File: src/rtl/uart_sdram_burst_bridge.sv
// rtl/uart_sdram_burst_bridge.sv - UART byte-stream command parser driving an SDRAM user port
// Handles 'R'/'W' burst frames with address auto-increment, TX read-back, 'K' write reply and inter-byte timeout.
module uart_sdram_burst_bridge #(
  parameter int BYTE_W      = 8,
  parameter int ADR_BYTES   = 3,
  parameter int DATA_BYTES  = 2,
  parameter int TIMEOUT_CYC = 1000000,
  localparam int ADR_W  = BYTE_W * ADR_BYTES,
  localparam int DATA_W = BYTE_W * DATA_BYTES
) (
  input  logic              CLK,
  input  logic              RST_N,
  input  logic [BYTE_W-1:0] rx_data,
  input  logic              rx_stb,
  output logic              rx_ack,
  output logic [BYTE_W-1:0] tx_data,
  output logic              tx_stb,
  input  logic              tx_ack,
  output logic [ADR_W-1:0]  sd_adr,
  output logic [DATA_W-1:0] sd_wdata,
  input  logic [DATA_W-1:0] sd_rdata,
  output logic              sd_stb_rd,
  output logic              sd_stb_wt,
  input  logic              sd_ack,
  output logic              busy,
  output logic              err_timeout
);

  localparam int IDX_MAX = (ADR_BYTES > DATA_BYTES) ? ADR_BYTES : DATA_BYTES;
  localparam int IW      = $clog2(IDX_MAX + 1);
  localparam int TW      = $clog2(TIMEOUT_CYC + 1);
  localparam int WCW     = BYTE_W + 1;

  localparam logic [BYTE_W-1:0] CMD_R   = BYTE_W'(8'h52);
  localparam logic [BYTE_W-1:0] CMD_W   = BYTE_W'(8'h57);
  localparam logic [BYTE_W-1:0] REPLY_K = BYTE_W'(8'h4B);
  localparam logic [TW-1:0]     T_LAST  = TW'(TIMEOUT_CYC - 1);
  localparam logic [IW-1:0]     ADR_LAST  = IW'(ADR_BYTES - 1);
  localparam logic [IW-1:0]     DATA_LAST = IW'(DATA_BYTES - 1);

  typedef enum logic [2:0] {
    S_IDLE, S_ADR, S_LEN, S_RREQ, S_RSEND, S_WDATA, S_WREQ, S_WACK
  } state_t;

  state_t            state_q, state_d;
  logic [IW-1:0]     idx_q, idx_d;
  logic [WCW-1:0]    words_q, words_d;
  logic [ADR_W-1:0]  adr_q, adr_d;
  logic [DATA_W-1:0] wdata_q, wdata_d;
  logic [DATA_W-1:0] rdata_q, rdata_d;
  logic [TW-1:0]     tout_q, tout_d;
  logic              is_wr_q, is_wr_d;
  logic              err_q, err_d;
  logic              timed_st;

  always_ff @(posedge CLK or negedge RST_N) begin
    if (!RST_N) begin
      state_q <= S_IDLE;
      idx_q   <= '0;
      words_q <= '0;
      adr_q   <= '0;
      wdata_q <= '0;
      rdata_q <= '0;
      tout_q  <= '0;
      is_wr_q <= 1'b0;
      err_q   <= 1'b0;
    end else begin
      state_q <= state_d;
      idx_q   <= idx_d;
      words_q <= words_d;
      adr_q   <= adr_d;
      wdata_q <= wdata_d;
      rdata_q <= rdata_d;
      tout_q  <= tout_d;
      is_wr_q <= is_wr_d;
      err_q   <= err_d;
    end
  end

  assign timed_st    = (state_q == S_ADR) || (state_q == S_LEN) || (state_q == S_WDATA);
  assign rx_ack      = rx_stb && (timed_st || (state_q == S_IDLE));
  assign busy        = (state_q != S_IDLE);
  assign sd_stb_rd   = (state_q == S_RREQ);
  assign sd_stb_wt   = (state_q == S_WREQ);
  assign tx_stb      = (state_q == S_RSEND) || (state_q == S_WACK);
  assign sd_adr      = adr_q;
  assign sd_wdata    = wdata_q;
  assign err_timeout = err_q;
  // The outgoing byte is always the top byte of rdata_q, which doubles as the TX shift register.
  assign tx_data     = rdata_q[DATA_W-1 -: BYTE_W];

  always_comb begin
    state_d = state_q;
    idx_d   = idx_q;
    words_d = words_q;
    adr_d   = adr_q;
    wdata_d = wdata_q;
    rdata_d = rdata_q;
    is_wr_d = is_wr_q;
    tout_d  = '0;
    err_d   = 1'b0;

    case (state_q)
      S_IDLE: begin
        if (rx_ack && (rx_data == CMD_R || rx_data == CMD_W)) begin
          is_wr_d = (rx_data == CMD_W);
          idx_d   = '0;
          state_d = S_ADR;
        end
      end
      S_ADR: begin
        if (rx_ack) begin
          adr_d = (adr_q << BYTE_W) | ADR_W'(rx_data);
          if (idx_q == ADR_LAST) begin
            idx_d   = '0;
            state_d = S_LEN;
          end else begin
            idx_d = idx_q + 1'b1;
          end
        end
      end
      S_LEN: begin
        if (rx_ack) begin
          words_d = (rx_data == '0) ? WCW'(1 << BYTE_W) : WCW'(rx_data);
          state_d = is_wr_q ? S_WDATA : S_RREQ;
        end
      end
      S_RREQ: begin
        if (sd_ack) begin
          rdata_d = sd_rdata;
          idx_d   = '0;
          state_d = S_RSEND;
        end
      end
      S_RSEND: begin
        if (tx_ack) begin
          rdata_d = rdata_q << BYTE_W;
          if (idx_q == DATA_LAST) begin
            idx_d   = '0;
            words_d = words_q - 1'b1;
            if (words_q == WCW'(1)) begin
              state_d = S_IDLE;
            end else begin
              adr_d   = adr_q + 1'b1;
              state_d = S_RREQ;
            end
          end else begin
            idx_d = idx_q + 1'b1;
          end
        end
      end
      S_WDATA: begin
        if (rx_ack) begin
          wdata_d = (wdata_q << BYTE_W) | DATA_W'(rx_data);
          if (idx_q == DATA_LAST) begin
            idx_d   = '0;
            state_d = S_WREQ;
          end else begin
            idx_d = idx_q + 1'b1;
          end
        end
      end
      S_WREQ: begin
        if (sd_ack) begin
          words_d = words_q - 1'b1;
          if (words_q == WCW'(1)) begin
            rdata_d = DATA_W'(REPLY_K) << (DATA_W - BYTE_W);
            state_d = S_WACK;
          end else begin
            adr_d   = adr_q + 1'b1;
            state_d = S_WDATA;
          end
        end
      end
      S_WACK: begin
        if (tx_ack) state_d = S_IDLE;
      end
      default: state_d = S_IDLE;
    endcase

    // A byte in the expiry cycle wins; the partial frame is dropped only on a silent cycle.
    if (timed_st && !rx_ack) begin
      if (tout_q == T_LAST) begin
        state_d = S_IDLE;
        idx_d   = '0;
        err_d   = 1'b1;
      end else begin
        tout_d = tout_q + 1'b1;
      end
    end
  end

endmodule
File: config.mk
export PLATFORM = sky130hd
export DESIGN_NAME = uart_sdram_burst_bridge
export DESIGN_NICKNAME = d
export VERILOG_FILES = /design/src/rtl/uart_sdram_burst_bridge.sv
export SDC_FILE = /design/constraint.sdc
export NUM_CORES = 1
export LEC_CHECK = 0
export BUFFER_PORTS_ARGS = -buffer_cell sky130_fd_sc_hd__buf_2
export CORE_MARGIN = 2
export CORE_UTILIZATION = 42
export CTS_CLUSTER_DIAMETER = 60
export CTS_CLUSTER_SIZE = 25
export DETAILED_ROUTE_END_ITERATION = 8
export SKIP_CTS_REPAIR_TIMING = 1
export SLEW_MARGIN = 20
export SYNTH_ARGS = -nofsm -noshare
export SYNTH_HDL_FRONTEND = slang
export SYNTH_SLANG_ARGS = --single-unit
File: constraint.sdc
create_clock -name CLK -period 2.11 [get_ports CLK]
set_clock_uncertainty 0.1 [all_clocks]
set_input_delay 0.1055 -clock CLK [delete_from_list [all_inputs] [get_ports CLK]]
set_output_delay 0.1055 -clock CLK [all_outputs]
set_load 0.02 [all_outputs]
==> results.txt <==
----------------------------------------------------
[Pwr]
  Cell Pwr Density ... 1070 nW/µm²
  Leakage ... 0.00292 µW
  Cell internal pwr ... 4210 µW
  Worst VDD drop ... 491 µV
  Power share of the sequential group ... 37.3%
  Sw Pwr ... 2720 µW
  Clock group share of total power ... 23.9%
  Sw frac ... 39.3%
  Combinational power share ... 38.8%

[Timing]
  Hold Vio Cnt, Final ... 3
  RSZ-0062 raised after global routing ... true
  Shortest clock period the worst path allows after layout ... 2.03 ns
  Share of the cycle needed by the critical path after routing ... 96.3%
  Number of setup violations in the final report ... 0
  Normalized max-slew margin ... 68.3%
  Measured slew at the worst slew-check pin ... 0.474 ns
  Top achievable clock speed ... 492 MHz
  Slew Viols, Final ... 0
  Worst hold slack across all endpoints ... -0.0456 ns

[Synthesis]
  Number of register bits inferred by synthesis ... 92
  Cell taking the most area after synthesis ... dfrtp_1
  Synth Warn # ... 0
  Mapped Area ... 5190 µm²
  FFs w/ async S/R, synth ... 100%
  Number of distinct library cells after synthesis ... 75
  Seq/Total Area, Yosys ... 44.4%
  Number of flops mapped to enable cells by yosys ... 0
  Share of the synthesized area in the top cell type ... 44.4%
  Net count after synthesis ... 598
  Avg Inst Size Synth ... 9.18 µm²
  Ranking of synthesized cells by area ... dfrtp_1 44%, nor2_1 4.1%, mux2_2 3.7%, a21oi_1 3.5%, nand2_1 3.4%
  Gate count of the mapped netlist ... 565
  Top flip-flop cell by instance count after synthesis ... dfrtp_1

[Detailed routing]
  Routed WL per cell ... 16.2 µm
  Drt via density ... 5.70
  Final Routed Wirelength ... 13,500 µm
  Number of DRC markers after the initial detailed-route iteration ... 371
  Detailed-router iteration count before antenna repair ... 5
  Count of vias placed by the detailed router ... 4,750
  DRC Markers ... 0
  Final ANT Viol Nets ... 0

[Final layout]
  Layout Nets ... 715
  Diode insertion count for antenna repair ... 0
  Filler Cells Inserted ... 1,157
  Design area ... 6500 µm²
  Proportion of layout cells with a drive suffix above 1 ... 27.8%
  Final Instance Count excl. Fillers ... 834
  Most common library cell in the layout ignoring fill and taps ... dfrtp_1
  Area growth from synthesis to layout ... 25.3%
  Commonest cells after routing, fill and taps aside ... 91 x dfrtp_1, 81 x buf_2, 55 x nor2_1

[Worst hold path]
  Worst min-delay path class ... input pin to flop

[Global route]
  Vias in the first global route ... 4,455
  Aggregate global routing overflow ... 0
  Total routing resource utilization after global routing ... 20.7%
  Global-route wire length before repair ... 21,900 µm
  Pin count of the biggest net entering global routing ... 41
  Number of antenna violations at the first check in global routing ... 0

[Worst setup path]
  Critical Path Max Stage Delay ... 0.49 ns
  Critical-path maximum fanout ... 5
  Library cell contributing the largest single delay on the critical path ... or3_2
  Worst Path Class, Setup ... flop to flop
  Critical Path End Type ... flop
  Required time of the critical path ... 2.22 ns
  Endpoint arrival time on the critical path ... 2.14 ns
  Category of the worst setup path launch point ... flop
  Cell chain of the critical path ... ha_1, and4_1, nand2_1, or3_2, o311ai_1, o21ai_1

[Placement]
  Placement-stage cell area ... 5900 µm²
  Count of placed standard cells including taps ... 793
  HPWL after DPL ... 9360 µm
  RePlAce Congestion ... 0.916
  PortBufs ... 82

[Floorplanning]
  Die Y ... 115 µm
  Total Die Area ... 13,300 µm²
  Initial Utilization ... 43.2%
  Width of the die ... 115 µm
  # IOs ... 83
  Count of standard-cell rows ... 40
  Core Region ... 12,000 µm²

[Run status]
  Status ... finished, violations left
  Violated checks ... hold timing

[Clock tree]
  Clock Pin Slew Worst Setup and Hold Paths ... 0.07 ns
  Source-to-sink clock delay at the later pin of the worst-skew pair ... 0.35 ns
  Num CTS Buffers ... 9
  Clock tree root buffer cell ... clkbuf_16
  Deepest level of the CTS H-tree ... 3
  Clock buffer depth ... 2
  Clock tree from TritonCTS ... built
  Sinks on Clock Net ... 92

[Job]
  Count of max-cap constraint violations ... 0

----------------------------------------------------
[layer usage]
metal / up-vias / GRT usage (%) / share of wire (%)
met5: - / 0 / 0
met4: 0 / 7.79 / 1.6
met3: 16 / 3.58 / 4.7
met2: 148 / 31.9 / 46
met1: 2293 / 29.4 / 48
li1: 2293 / - / -
[synthesized netlist by cell type (4+ instances only)]
library cell  instances
and2_1                5
nand2_1              47
nor2_1               56
nand2b_1              6
dfrtp_1              92
xnor2_1               5
nor2b_1               4
a21oi_1              36
o21ai_0              34
a31oi_1               5
xor2_1               14
nand3_1              24
buf_4                12
a22oi_1               6
clkbuf_1             12
o22ai_1               8
and3_1                7
nor3_1               13
or3_1                 5
inv_1                24
nand4_1              13
buf_2                17
nor4_1               13
mux2_2               17
o21ai_1               7
ha_1                  4
a32oi_1               4
o211ai_1              5
o32a_1                4
[cell families after synthesis]
kind of cell             synth area share, %
AND/OR/NAND/NOR                         22.7
adder cells (fa/ha/maj)                0.965
AO/OA/AOI/OAI                           18.6
multiplexers                            3.88
buffers and inverters                   6.27
XOR/XNOR                                3.21
flip-flops                              44.4
[stage by stage]
stage	utilization (%)	setup WS (ns)	total power (µW)	setup TNS, ns
CTS	51.6	0.0138	6820	0
floorplan	-	0.0131	4160	0
global route	54.1	-0.0288	7370	-0.0512
detailed placement	49.1	0.0245	5150	0
finish	54.1	0.0780	6940	0
global placement	49.1	0.118	5100	0
[final cells by class]
type / instances / area (µm²) / share of cell area [%]
multi-input combinational: 406 / 2620 / 40.3
sequential: 92 / 2300 / 35.4
timing repair buffer: 149 / 1000 / 15.4
clock buffer: 10 / 239 / 3.68
tap: 147 / 184 / 2.83
inverter: 24 / 90.1 / 1.39
clock inverter: 6 / 62.6 / 0.963
[path summary, 6_finish.rpt]
| check | start | endpoint | slack (ns) | depth (start not counted) |
|---|---|---|---|---|
| max | sd_adr[0]$_DFFE_PN0P_ | sd_adr[14]$_DFFE_PN0P_ | 0.08 | 6 |
| min | sd_rdata[13] | rdata_q[13]$_DFFE_PN0P_ | -0.05 | 3 |
| max reg2reg | sd_adr[0]$_DFFE_PN0P_ | sd_adr[14]$_DFFE_PN0P_ | 0.08 | 6 |
| min reg2reg | sd_wdata[10]$_DFFE_PN0P_ | sd_wdata[10]$_DFFE_PN0P_ | 0.40 | 1 |
| max in group asynchronous | RST_N | tout_q[4]$_DFF_PN0_ | 1.09 | 3 |
| min in group asynchronous | RST_N | sd_adr[19]$_DFFE_PN0P_ | 0.13 | 2 |
[power groups by stage]
stage	clock network, µW	logic, µW	registers (µW)
global placement	0	2530	2570
finish	1660	2690	2590
CTS	1700	2560	2560
detailed placement	0	2560	2590
global route	1780	2960	2640
floorplan	0	1360	2790
[sequential cells by signal (all words and copies together) (netlist names)]
| signal | flops |
|---|---|
| sd_adr | 24 |
| tout_q | 20 |
| rdata_q | 16 |
| sd_wdata | 16 |
| words_q | 9 |
| state_q | 3 |
| idx_q | 2 |
| err_timeout | 1 |
| is_wr_q | 1 |
[worst max-delay path: cells and delay by family (launching register included)]
kind / cells / cell delay (ns)
flops: 1 / 0.42
compound gates: 2 / 0.38
simple gates: 3 / 0.80
fa+ha+maj: 1 / 0.20
Power figures use the tool's default switching activity.
